`config.mk`:
```
export PLATFORM = sky130hd
export DESIGN_NAME = bec_key_sequencer
export DESIGN_NICKNAME = d
export VERILOG_FILES = /design/src/rtl/bec_key_sequencer_pkg.sv /design/src/rtl/bec_key_shiftreg.sv /design/src/rtl/bec_key_sequencer.sv
export SDC_FILE = /design/constraint.sdc
export NUM_CORES = 1
export LEC_CHECK = 0
export CAP_MARGIN = 30
export CORE_AREA = 2 2 408 208
export CTS_CLUSTER_DIAMETER = 150
export DETAILED_ROUTE_END_ITERATION = 10
export DIE_AREA = 0 0 410 210
export GPL_TIMING_DRIVEN = 0
export REMOVE_ABC_BUFFERS = 1
export SYNTH_ARGS = -nofsm -noshare
export SYNTH_HDL_FRONTEND = slang
export SYNTH_SLANG_ARGS = --single-unit
```
`constraint.sdc`:
```
create_clock -name clk -period 2.3 [get_ports clk]
set_clock_uncertainty 0.1 [all_clocks]
set_input_delay 0.46 -clock clk [delete_from_list [all_inputs] [get_ports clk]]
set_output_delay 0.46 -clock clk [all_outputs]
set_load 0.05 [all_outputs]
```
`src/rtl/bec_key_sequencer_pkg.sv`:
```
// Shared definitions for the binary Edwards curve key sequencer and the
// scalar-multiplication core it feeds.
package bec_key_sequencer_pkg;

  // Scalar width, also the number of ladder iterations the core performs.
  localparam int BEC_KEY_W = 163;

  typedef enum logic [1:0] {
    ST_IDLE = 2'b00,
    ST_RUN  = 2'b01,
    ST_HOLD = 2'b10
  } seq_state_e;

endpackage

```
`src/rtl/bec_key_shiftreg.sv`:
```
// Loadable MSB-first shift register; msb is the key bit currently served
// to the core.
module bec_key_shiftreg #(
  parameter int W = 163
) (
  input  logic         clk,
  input  logic         rst_n,
  input  logic         load,
  input  logic         shift,
  input  logic [W-1:0] din,
  output logic         msb
);

  logic [W-1:0] key_r;

  // Scalar storage: load wins over shift.
  always_ff @(posedge clk or negedge rst_n) begin
    if (!rst_n) begin
      key_r <= {W{1'b0}};
    end else if (load) begin
      key_r <= din;
    end else if (shift) begin
      key_r <= {key_r[W-2:0], 1'b0};
    end else begin
      key_r <= key_r;
    end
  end

  assign msb = key_r[W-1];

endmodule

```
`src/rtl/bec_key_sequencer.sv`:
```
// Host-side controller for the Edwards curve scalar-multiplication core:
// serves key bits per ladder iteration and returns wout/zout to the host.
module bec_key_sequencer
  import bec_key_sequencer_pkg::*;
#(
  parameter int KEY_W = BEC_KEY_W,
  parameter int TO_W  = 12
) (
  input  logic             clk,
  input  logic             rst_n,
  input  logic             start,
  input  logic [KEY_W-1:0] key,
  input  logic             abort,
  output logic             busy,
  output logic             res_valid,
  input  logic             res_ready,
  output logic [KEY_W-1:0] res_w,
  output logic [KEY_W-1:0] res_z,
  output logic             res_err,
  output logic             sm_enable,
  output logic             sm_ki,
  input  logic             sm_next_key,
  input  logic             sm_done,
  input  logic [KEY_W-1:0] sm_wout,
  input  logic [KEY_W-1:0] sm_zout
);

  localparam int ITER_W = $clog2(KEY_W);
  localparam logic [ITER_W-1:0] ITER_LAST = ITER_W'(KEY_W - 1);
  // The decision is registered, so firing two counts early makes res_valid
  // rise exactly 2^TO_W-1 cycles after the last next_key.
  localparam logic [TO_W-1:0] WDOG_LIMIT = {TO_W{1'b1}} - TO_W'(2);

  seq_state_e        state_r;
  seq_state_e        state_nx_s;
  logic [ITER_W-1:0] iter_r;
  logic [ITER_W-1:0] iter_nx_s;
  logic [TO_W-1:0]   wdog_r;
  logic [TO_W-1:0]   wdog_nx_s;
  logic              load_s;
  logic              shift_s;
  logic              last_s;
  logic              wdog_hit_s;
  logic              enable_nx_s;
  logic              valid_nx_s;
  logic              busy_nx_s;
  logic              err_nx_s;
  logic [KEY_W-1:0]  w_nx_s;
  logic [KEY_W-1:0]  z_nx_s;

  assign last_s     = (iter_r == ITER_LAST);
  assign wdog_hit_s = (wdog_r == WDOG_LIMIT);

  bec_key_shiftreg #(
    .W (KEY_W)
  ) u_shiftreg (
    .clk   (clk),
    .rst_n (rst_n),
    .load  (load_s),
    .shift (shift_s),
    .din   (key),
    .msb   (sm_ki)
  );

  // State, counters and all host/core-facing outputs.
  always_ff @(posedge clk or negedge rst_n) begin
    if (!rst_n) begin
      state_r   <= ST_IDLE;
      iter_r    <= {ITER_W{1'b0}};
      wdog_r    <= {TO_W{1'b0}};
      sm_enable <= 1'b0;
      res_valid <= 1'b0;
      busy      <= 1'b0;
      res_err   <= 1'b0;
      res_w     <= {KEY_W{1'b0}};
      res_z     <= {KEY_W{1'b0}};
    end else begin
      state_r   <= state_nx_s;
      iter_r    <= iter_nx_s;
      wdog_r    <= wdog_nx_s;
      sm_enable <= enable_nx_s;
      res_valid <= valid_nx_s;
      busy      <= busy_nx_s;
      res_err   <= err_nx_s;
      res_w     <= w_nx_s;
      res_z     <= z_nx_s;
    end
  end

  // Next-state decode; abort outranks every core or host event.
  always_comb begin
    state_nx_s = state_r;
    case (state_r)
      ST_IDLE: begin
        if (start) begin
          state_nx_s = ST_RUN;
        end else begin
          state_nx_s = ST_IDLE;
        end
      end
      ST_RUN: begin
        if (abort) begin
          state_nx_s = ST_IDLE;
        end else if (sm_next_key && !sm_done && !last_s) begin
          state_nx_s = ST_RUN;
        end else if (sm_done || sm_next_key || wdog_hit_s) begin
          state_nx_s = ST_HOLD;
        end else begin
          state_nx_s = ST_RUN;
        end
      end
      ST_HOLD: begin
        if (abort || res_ready) begin
          state_nx_s = ST_IDLE;
        end else begin
          state_nx_s = ST_HOLD;
        end
      end
      default: begin
        state_nx_s = ST_IDLE;
      end
    endcase
  end

  // Next values of the datapath and registered outputs.
  always_comb begin
    load_s      = 1'b0;
    shift_s     = 1'b0;
    iter_nx_s   = iter_r;
    wdog_nx_s   = wdog_r;
    enable_nx_s = sm_enable;
    valid_nx_s  = res_valid;
    busy_nx_s   = busy;
    err_nx_s    = res_err;
    w_nx_s      = res_w;
    z_nx_s      = res_z;
    case (state_r)
      ST_IDLE: begin
        valid_nx_s = 1'b0;
        if (start) begin
          load_s      = 1'b1;
          iter_nx_s   = {ITER_W{1'b0}};
          wdog_nx_s   = {TO_W{1'b0}};
          enable_nx_s = 1'b1;
          busy_nx_s   = 1'b1;
        end else begin
          enable_nx_s = 1'b0;
          busy_nx_s   = 1'b0;
        end
      end
      ST_RUN: begin
        if (abort) begin
          enable_nx_s = 1'b0;
          valid_nx_s  = 1'b0;
          busy_nx_s   = 1'b0;
        end else if (sm_next_key && !sm_done && !last_s) begin
          shift_s   = 1'b1;
          iter_nx_s = iter_r + ITER_W'(1);
          wdog_nx_s = {TO_W{1'b0}};
        end else if (sm_next_key && sm_done && last_s) begin
          enable_nx_s = 1'b0;
          valid_nx_s  = 1'b1;
          err_nx_s    = 1'b0;
          w_nx_s      = sm_wout;
          z_nx_s      = sm_zout;
        end else if (sm_done || sm_next_key || wdog_hit_s) begin
          // Count mismatch or stalled core: report an invalid, zeroed result.
          enable_nx_s = 1'b0;
          valid_nx_s  = 1'b1;
          err_nx_s    = 1'b1;
          w_nx_s      = {KEY_W{1'b0}};
          z_nx_s      = {KEY_W{1'b0}};
        end else begin
          wdog_nx_s = wdog_r + TO_W'(1);
        end
      end
      ST_HOLD: begin
        enable_nx_s = 1'b0;
        if (abort || res_ready) begin
          valid_nx_s = 1'b0;
          busy_nx_s  = 1'b0;
        end else begin
          valid_nx_s = 1'b1;
          busy_nx_s  = 1'b1;
        end
      end
      default: begin
        enable_nx_s = 1'b0;
        valid_nx_s  = 1'b0;
        busy_nx_s   = 1'b0;
      end
    endcase
  end

endmodule

```
# Yosys cells after proc, flatten, opt, wreduce, memory -nomap -nowiden

Cells that the tools add are included.

Add/sub/neg operators: 2
$mul: 0
Div/mod/pow operators: 0
$lt $le $gt $ge: 0
Equal/unequal tests: 12
Shift operators: 0
Muxes and demuxes: 40
Bitwise operators: 2
Reduce and logical (&&, ||, !) cells: 17

Operators by type and width:

| kind                  | number |
|---|---|
| $mux 163              | 5 |
| $mux 12               | 5 |
| $mux 8                | 3 |
| $pmux 12 s2           | 1 |
| $mux 1                | 17 |
| $pmux 8 s2            | 1 |
| $add 12x1->12 const B | 1 |
| $eq 12x12->1 const B  | 1 |
| $ne 3x3->1 const B    | 3 |
| $add 8x1->8 const B   | 1 |
| $eq 8x8->1 const B    | 1 |
| $mux 2                | 4 |
| $ne 2x2->1 const B    | 4 |
| $reduce_and 4->1      | 2 |
| $pmux 2 s3            | 1 |
| $reduce_bool 2->1     | 3 |
| $reduce_and 5->1      | 1 |
| $logic_and 1x1->1     | 4 |
| $ne 4x4->1 const B    | 1 |
| $pmux 1 s2            | 2 |
| $logic_or 1x1->1      | 3 |
| $pmux 1 s3            | 1 |
| $eq 2x1->1 const B    | 1 |
| $eq 2x2->1 const B    | 1 |
| 4 further kinds       | 6 |

Register bits: 515
Latch bits: 0
RAM bits: 0
Memory bits (read-only): 0
Input port bits: 496
Logic and storage cells: 83
Memories kept: 0

# Longest topological paths before layout

Gate-level depths: netlist of the first run.

Depth after elaboration: 8
Gate-level depth with buffers: 10
Depth with buffers taken out: 7

# Hierarchy

From an unflattened synthesis of the first run, not the netlist that was laid out.

Cells, all modules: 1596
Area total of the unflattened synthesis: 21221.6 sq um

By module, submodules not included:

| module            | times used | cells each | area each (sq um) | sequential area each (sq um) |
|---|---|---|---|---|
| bec_key_sequencer | 1          | 890        | 13764.5           | 8808.4 |
| bec_key_shiftreg  | 1          | 706        | 7457.2            | 4078.9 |

# Worst setup path after synthesis of the first run

Ideal clock, no wire load.

Path type: register -> register
Start point: register iter_r[0]
End point: register res_w[52]
Library setup time: 0.121 ns
Data arrival time: 1.902 ns
Required time: 2.079 ns
Slack: 0.177 ns
Cell stages (with the launch flop): 11
Path buffers: 3
Period minus slack after synthesis: 2.123 ns
Path through: dfrtp_1 -> inv_1 -> ha_1 -> nor3b_2 -> a21oi_2 -> nand2b_1 -> nand2b_1 -> buf_2 -> buf_4 -> buf_6 -> a22o_1

Cells in the longest elaborated chain, start to end: 5

Ends and longest elaborated chain:

| what                              | RTL line                 | text |
|---|---|---|
| start: declaration                | bec_key_sequencer.sv:36  | `logic [ITER_W-1:0] iter_r;` |
| start signal: assignment          | bec_key_sequencer.sv:69  | `iter_r <= {ITER_W{1'b0}};` |
| start signal: assignment          | bec_key_sequencer.sv:79  | `iter_r <= iter_nx_s;` |
| $eq 8x8->1 (*)                    | bec_key_sequencer.sv:51  | `assign last_s = (iter_r == ITER_LAST);` |
| $logic_not 1->1                   | bec_key_sequencer.sv:156 | `end else if (sm_next_key && !sm_done && !last_s) begin` |
| $logic_and 1x1->1                 | bec_key_sequencer.sv:156 |  |
| $not 1->1 (no source line)        | -                        |  |
| $reduce_and 4->1 (no source line) | -                        |  |
| end signal: assignment            | bec_key_sequencer.sv:75  | `res_w <= {KEY_W{1'b0}};` |
| end signal: assignment            | bec_key_sequencer.sv:85  | `res_w <= w_nx_s;` |
| end: declaration                  | bec_key_sequencer.sv:17  | `output logic [KEY_W-1:0] res_w,` |

Mark *: on every way between the ends. The rest lies on a longest branch, timed or not.
A chain may end at the register's enable or synchronous reset.

# Final worst setup path of the first run

Start point: register iter_r[0]
End point: register res_w[157]

Same word-level chain as after synthesis.

==> results of run 1 <==
[layer usage]
layer  GRT usage  share of wire  vias to the layer above
met2       0.331           0.50                      537
li1            -              -                     7680
met1       0.230           0.39                     8827
met4      0.0851          0.035                        8
met3      0.0622          0.071                      163
met5           0        0.00061                        -
[power groups by stage]
| stage | clock network (mW) | registers [mW] | logic (mW) |
|---|---|---|---|
| after floorplan | 0 | 11.0 | 2.56 |
| after global placement | 0 | 11.2 | 4.45 |
| after detailed placement | 0 | 11.1 | 4.16 |
| after CTS | 9.45 | 11.1 | 5.46 |
| after global routing | 9.82 | 11.3 | 6.33 |
| final | 9.11 | 11.1 | 5.79 |
[cell type report]
type,count,area (sq um)
multi-input cells,940,7270
well taps,1116,1400
repair buffers,969,10600
flip-flops and latches,515,12900
clock inverters,20,280
clock buffers,74,1510
inverters,11,41.3
diodes,23,57.6
fillers,7737,48600
[stage by stage]
stage | total power [mW] | hold slack, ns
detailed placement | 15.3 | 0.370
global route | 27.4 | 0.289
CTS | 26.0 | 0.269
global placement | 15.7 | 0.361
floorplan | 13.6 | 0.0644
finish | 26.0 | 0.326
[state kept, by name, summed over array words and instances (netlist names)]
register	flops
wdog_r	12
sm_enable	1
res_w	163
u_shiftreg.key_r	163
state_r	2
res_z	163
res_valid	1
busy	1
res_err	1
iter_r	8
[critical path: stages (launching register included)]
cell and delay [ns]:
dfrtp_1 0.39, inv_2 0.09, ha_4 0.13, nor3b_4 0.20, buf_4 0.16, a21oi_4 0.07, buf_6 0.13, nand2b_4 0.13
nand2b_4 0.20, buf_16 0.19, buf_16 0.18, a22o_1 0.25
[worst min-delay path by stage]
stage	depth (start not counted)	start	endpoint	slack [ns]
detailed placement	2	u_shiftreg.key_r[100]	u_shiftreg.key_r[100]	0.37
finish	2	sm_wout[124]	res_w[124]	0.33
CTS	2	sm_wout[54]	res_w[54]	0.27
global placement	2	u_shiftreg.key_r[100]	u_shiftreg.key_r[100]	0.36
floorplan	0	rst_n	busy	0.06
global route	2	sm_wout[19]	res_w[19]	0.29
[layout by cell type, fill, tap and decap left out, types with 5 or more instances in the layout]
master,synthesis,routed
clkinv_2,0,7
nand2_4,0,30
o21ai_1,84,76
a31oi_1,9,9
mux2i_1,164,161
inv_1,11,8
buf_6,35,13
clkbuf_16,0,65
bufinv_16,0,5
bufbuf_16,0,7
a21oi_1,9,9
clkdlybuf4s50_1,0,494
diode_2,0,23
buf_4,20,33
a22o_1,327,327
dlygate4sd2_1,0,326
o21ai_2,0,33
ha_1,8,5
buf_12,0,27
buf_8,0,9
nand2_1,173,135
buf_16,0,39
nand3_1,8,8
o21ai_0,86,61
nand2_2,0,8
nor2_1,19,16
clkbuf_1,34,8
xor2_1,6,6
dfrtp_1,515,513
a41oi_1,5,5
clkbuf_8,0,15
[repair_timing]
action                     in CTS  in global routing
cloned                         34                 16
pin swaps                      56                 37
hold endpoints to repair      104                  0
gates resized for setup       524                 64
hold buffers                    1                  0
buffers inserted               38                 14
setup endpoints to repair     834                501
[cell families after synthesis]
kind of cell	after synthesis	share of synthesized area
compound gates	533	0.194
xor+xnor	6	0.00256
fa+ha+maj	8	0.00488
buf+inv	142	0.0441
flops	515	0.629
mux	166	0.0812
simple gates	223	0.0447
==> impl_metrics.py, run 1 <==
metrics = {
    "clock_tree": {
        "clock_path_buffers": 3,
        "clkSinkCount": 515,
        "htree_levels": 2,
        "cts_tree": "done",
        "clkSlewWorstSetupHoldPaths_ns": 0.07,
        "clock_latency_ns": 0.63,
        "cts_made_buffers": 51,
        "root_buffer": "clkbuf_16",
    },
    "timing": {
        "max_slew_margin": 0.418,
        "period_needed_ns": 2.39,
        "fmax_mhz": 419,
        "rsz0062_at_grt": "true",
        "finalCritPeriodShare": 1.04,
        "hold_viol": 0,
        "fin_ws_ns": -0.0884,
        "drv_slew": 0,
        "fin_tns_setup_ns": -14.60,
        "final-setup-viol-count": 321,
        "worst_pin_slew_ns": 0.873,
    },
    "worst_setup_path": {
        "reg2regPathDepth": 11,
        "crit_type": "register to register",
        "path_max_fanout": 20,
        "crit_start": "iter_r[0]",
        "cp_data_required_time_ns": 2.70,
        "critPathCapture": "res_w[157]",
        "critPathLaunchType": "register",
        "rrSetupSlack_ns": -0.09,
        "endpoint_kind": "register",
        "r2r-start": "iter_r[0]",
        "regToRegEndpoint": "res_w[157]",
        "arrival_ns": 2.79,
    },
    "place": {
        "hpwl_um": 60200,
        "globalplace.congestion": 0.901,
        "postPlaceCellArea_sq_um": 30100,
        "dp_slack_ns": -1.88,
        "dpl.cell_count": 3449,
        "port_buffers": 826,
    },
    "final_layout": {
        "area_growth_syn_to_layout_pct": 66.0,
        "final_cell_count_no_fill": 3668,
        "fin_nets": 2992,
        "final_cell_area_sq_um": 34000,
        "final_util": 0.412,
        "layout-drive-gt1-share": 0.132,
    },
    "route": {
        "wl_per_cell_um": 24.3,
        "viasPerCell": 4.69,
        "ant_nets": 0,
        "wl_um": 89000,
        "detail_route.iter0.violations": 1048,
        "dr_total_vias": 17200,
        "firstDrtPassIters": 5,
        "drc": 0,
    },
    "global_routing": {
        "track_usage": 0.196,
        "grt_pass1_wl_um": 125000,
        "grt_overflow": 0,
        "grt_max_degree": 119,
        "antenna_found_initial": 35,
        "grt_pass1_vias": 18200,
    },
    "yosys": {
        "synth.avg_cell_area_sq_um": 12.9,
        "syn-cell-area_sq_um": 20500,
        "async_flop_share": 1.00,
        "synth.most_common_cell": "dfrtp_1",
        "yosysSeqAreaShare": 0.629,
        "synth_edf_count": 0,
        "syn_inst": 1593,
        "synth-seq-cells": 515,
        "synth_cell_types": 41,
        "synth_area_leaders": "dfrtp_1 (63%), a22o_1 (14%), mux2i_1 (8.0%)",
        "yosysTopAreaCellShare": 0.629,
        "yosys.area.top_type": "dfrtp_1",
        "yosys_warnings": 0,
        "ys.flop_type": "dfrtp_1",
        "synth_common_cells": "dfrtp_1 (515), a22o_1 (327), nand2_1 (173)",
    },
    "min_path": {
        "min_path_type": "input port to register",
    },
    "outcome": {
        "status": "finished, violations left",
        "violations": "setup timing",
    },
    "floorplan": {
        "dieArea_sq_um": 86100,
        "die_x_um": 410,
        "rows": 75,
        "die_h_um": 210,
        "core_sq_um": 82700,
        "io_pins": 827,
        "initial_core_util": 0.248,
    },
    "pwr": {
        "p_clk_frac": 0.350,
        "cellLeakagePower_nw": 16.7,
        "seqPwrFrac": 0.428,
        "power_density_nw_per_um2": 765,
        "ir_worst_vdd_uv": 591,
        "p_sw_frac": 0.286,
        "power_frac_comb": 0.222,
        "p_switching_mw": 7.44,
        "intPower_mw": 18.6,
    },
    "job": {
        "drv_cap": 0,
    },
}
Power figures use the tool's default switching activity.
==> run 2: changes to the inputs <==
CTS_CLUSTER_DIAMETER = default   (was 150)
==> results of run 2 <==
Same layout as run 1: the final DEF is identical, and so are final timing and power.
==> run 3: changes to the inputs <==
SKIP_LAST_GASP = 1   (was default)
SLEW_MARGIN = 15   (was default)
==> run 3 against run 2 <==
Net effect: the run still ends with setup timing left; non-clock buffer count grew 39; clock power grew 2%; maximum frequency grew 1.9%; final area grew 0.44%; largest power group unchanged.
==> impl_metrics.py, run 3 (synthesis gave the netlist of run 1 again) <==
metrics = {
    "final_layout": {
        "seq_area_sq_um": 12900,
        "layout-drive-gt1-share": 0.119,
        "final_util": 0.414,
        "top_regs": "res_w (163), res_z (163), u_shiftreg.key_r (163)",
        "multiInputGateArea_sq_um": 6890,
        "nFillCells": 7787,
        "area_growth_syn_to_layout_pct": 66.8,
        "fin_nets": 3031,
        "layout_common_cells": "dfrtp_1 (514), clkdlybuf4s50_1 (494), a22o_1 (327), dlygate4sd2_1 (317), nand2_1 (170)",
        "layout_commonest_cell": "dfrtp_1",
    },
    "outcome": {
        "status": "finished, violations left",
        "violations": "setup timing",
    },
    "route": {
        "ant_nets": 0,
        "drc": 0,
        "wl_per_cell_um": 24.7,
        "firstDrtPassIters": 5,
        "wl_um": 91500,
        "detail_route.iter0.violations": 1205,
        "viasPerCell": 4.69,
        "dr_total_vias": 17400,
    },
    "place": {
        "globalplace.congestion": 0.901,
        "hpwl_um": 60500,
        "port_buffers": 826,
    },
    "timing": {
        "fin_ws_ns": -0.0441,
        "finalCritPeriodShare": 1.02,
        "worst_pin_slew_ns": 0.747,
        "hold_viol": 0,
        "fin_tns_setup_ns": -1.59,
        "fmax_mhz": 427,
        "holdWs_ns": 0.257,
        "rsz0062_at_grt": "true",
        "period_needed_ns": 2.34,
        "drv_slew": 0,
        "final-setup-viol-count": 94,
        "max_slew_margin": 0.504,
    },
    "clock_tree": {
        "htree_levels": 2,
        "clock_path_buffers": 3,
        "cts_tree": "done",
        "clock_latency_ns": 0.63,
        "clkSlewWorstSetupHoldPaths_ns": 0.07,
        "clkSinkCount": 515,
        "root_buffer": "clkbuf_16",
        "cts_made_buffers": 52,
    },
    "job": {
        "drv_cap": 0,
    },
    "global_routing": {
        "grt.busiest_layer": "met2",
        "met1_usage": 0.237,
        "grt_pass1_wl_um": 124000,
        "use_met3": 0.0608,
        "grt_pass1_vias": 18100,
        "grt_max_degree": 100,
        "antenna_found_initial": 32,
        "met2_usage": 0.320,
        "grt_overflow": 0,
        "track_usage": 0.196,
    },
    "min_path": {
        "min_path_type": "input port to async pin",
    },
    "worst_setup_path": {
        "cp_data_required_time_ns": 2.71,
        "arrival_ns": 2.75,
        "reg2regPathDepth": 8,
        "cp.depth": 8,
        "crit_chain": "nand4_1 > o31ai_4 > nand2b_4 > nand2b_4 > buf_12 > buf_12 > buf_16 > a22o_1",
        "worst-path-buf-inv": 3,
        "endpoint_kind": "register",
        "crit_type": "register to register",
        "cp_top_family": "compound AO/OA/AOI/OAI gates",
        "max_stage_delay_ns": 0.46,
        "critPathLaunchType": "register",
        "path_max_fanout": 10,
        "crit_path_top_delay_cell": "dfrtp_1",
    },
    "floorplan": {
        "core_sq_um": 82700,
        "rows": 75,
        "initial_core_util": 0.248,
        "dieArea_sq_um": 86100,
        "io_pins": 827,
        "die_h_um": 210,
        "die_x_um": 410,
    },
    "pwr": {
        "power_mw": 25.7,
        "cellLeakagePower_nw": 16.8,
        "power_density_nw_per_um2": 751,
        "ir_worst_vdd_uv": 455,
    },
}
==> run 3: cell count changes in the layout (fill, tap and decap cells not counted), moves of 7 or more <==
cell / before / now
o21ai_2: 33 / 1
nand2_4: 30 / 1
clkbuf_16: 65 / 80
o21ai_0: 61 / 71
o21ai_1: 76 / 98
buf_4: 33 / 54
nand2_1: 135 / 170
clkdlybuf4s15_1: 3 / 11
buf_6: 13 / 20
dlygate4sd2_1: 326 / 317
==> run 3: cell type report <==
class | count | area share
inverter | 11 | 0.00121
multi-input combinational | 939 | 0.201
sequential | 515 | 0.377
clock buffer | 69 | 0.0431
clock inverter | 25 | 0.00999
tap | 1116 | 0.0408
timing repair buffer | 1008 | 0.325
antenna | 22 | 0.00161
==> run 3: path summary, 6_finish.rpt <==
kind                                            start                     to  slack, ns
worst max register to register              wdog_r[7]             res_w[119]      -0.04
min in group clk                         sm_zout[141]             res_z[141]       0.32
worst min-delay path                            rst_n  u_shiftreg.key_r[128]       0.26
max in group asynchronous                       rst_n              res_w[13]       0.32
worst min register to register  u_shiftreg.key_r[162]  u_shiftreg.key_r[162]       0.38
worst max-delay path                        wdog_r[7]             res_w[119]      -0.04
==> run 3: repair_timing <==
action                                  in CTS  in global routing
pin swaps                                    9                139
cloned                                      27                 36
hold endpoints to repair                    57                  0
setup buffers                               60                 22
endpoints found under the setup margin     822                520
resized for setup                          424                 83
hold buffers                                 1                  0
==> run 3: metal layers <==
layer / wire length [um] / share of wire / vias to the layer above
li1: - / - / 7763
met2: 44000 / 0.48 / 609
met5: 27 / 0.00030 / -
met3: 6610 / 0.072 / 160
met1: 37200 / 0.41 / 8855
met4: 3730 / 0.041 / 4
==> run 3: report_power, final <==
part	switching, mW	internal, mW
combinational	2.49	2.92
clock	4.04	5.24
sequential	0.672	10.3
total	7.21	18.5
==> run 3: worst reg2reg max path, cell delays in order, from the launching register on <==
cell,delay [ns]
dfrtp_1,0.46
nand4_1,0.27
o31ai_4,0.38
nand2b_4,0.08
nand2b_4,0.18
buf_12,0.17
buf_12,0.17
buf_16,0.19
a22o_1,0.25
==> run 3: metrics by stage <==
step                cell area [sq um]  std cells  setup slack, ns
floorplan                       19600       1462           -16.21
global route                    34200       3704           -0.119
global placement                29300       3404           -26.96
detailed placement              30200       3457            -1.42
finish                          34200       3705          -0.0441
CTS                             33100       3636           -0.113
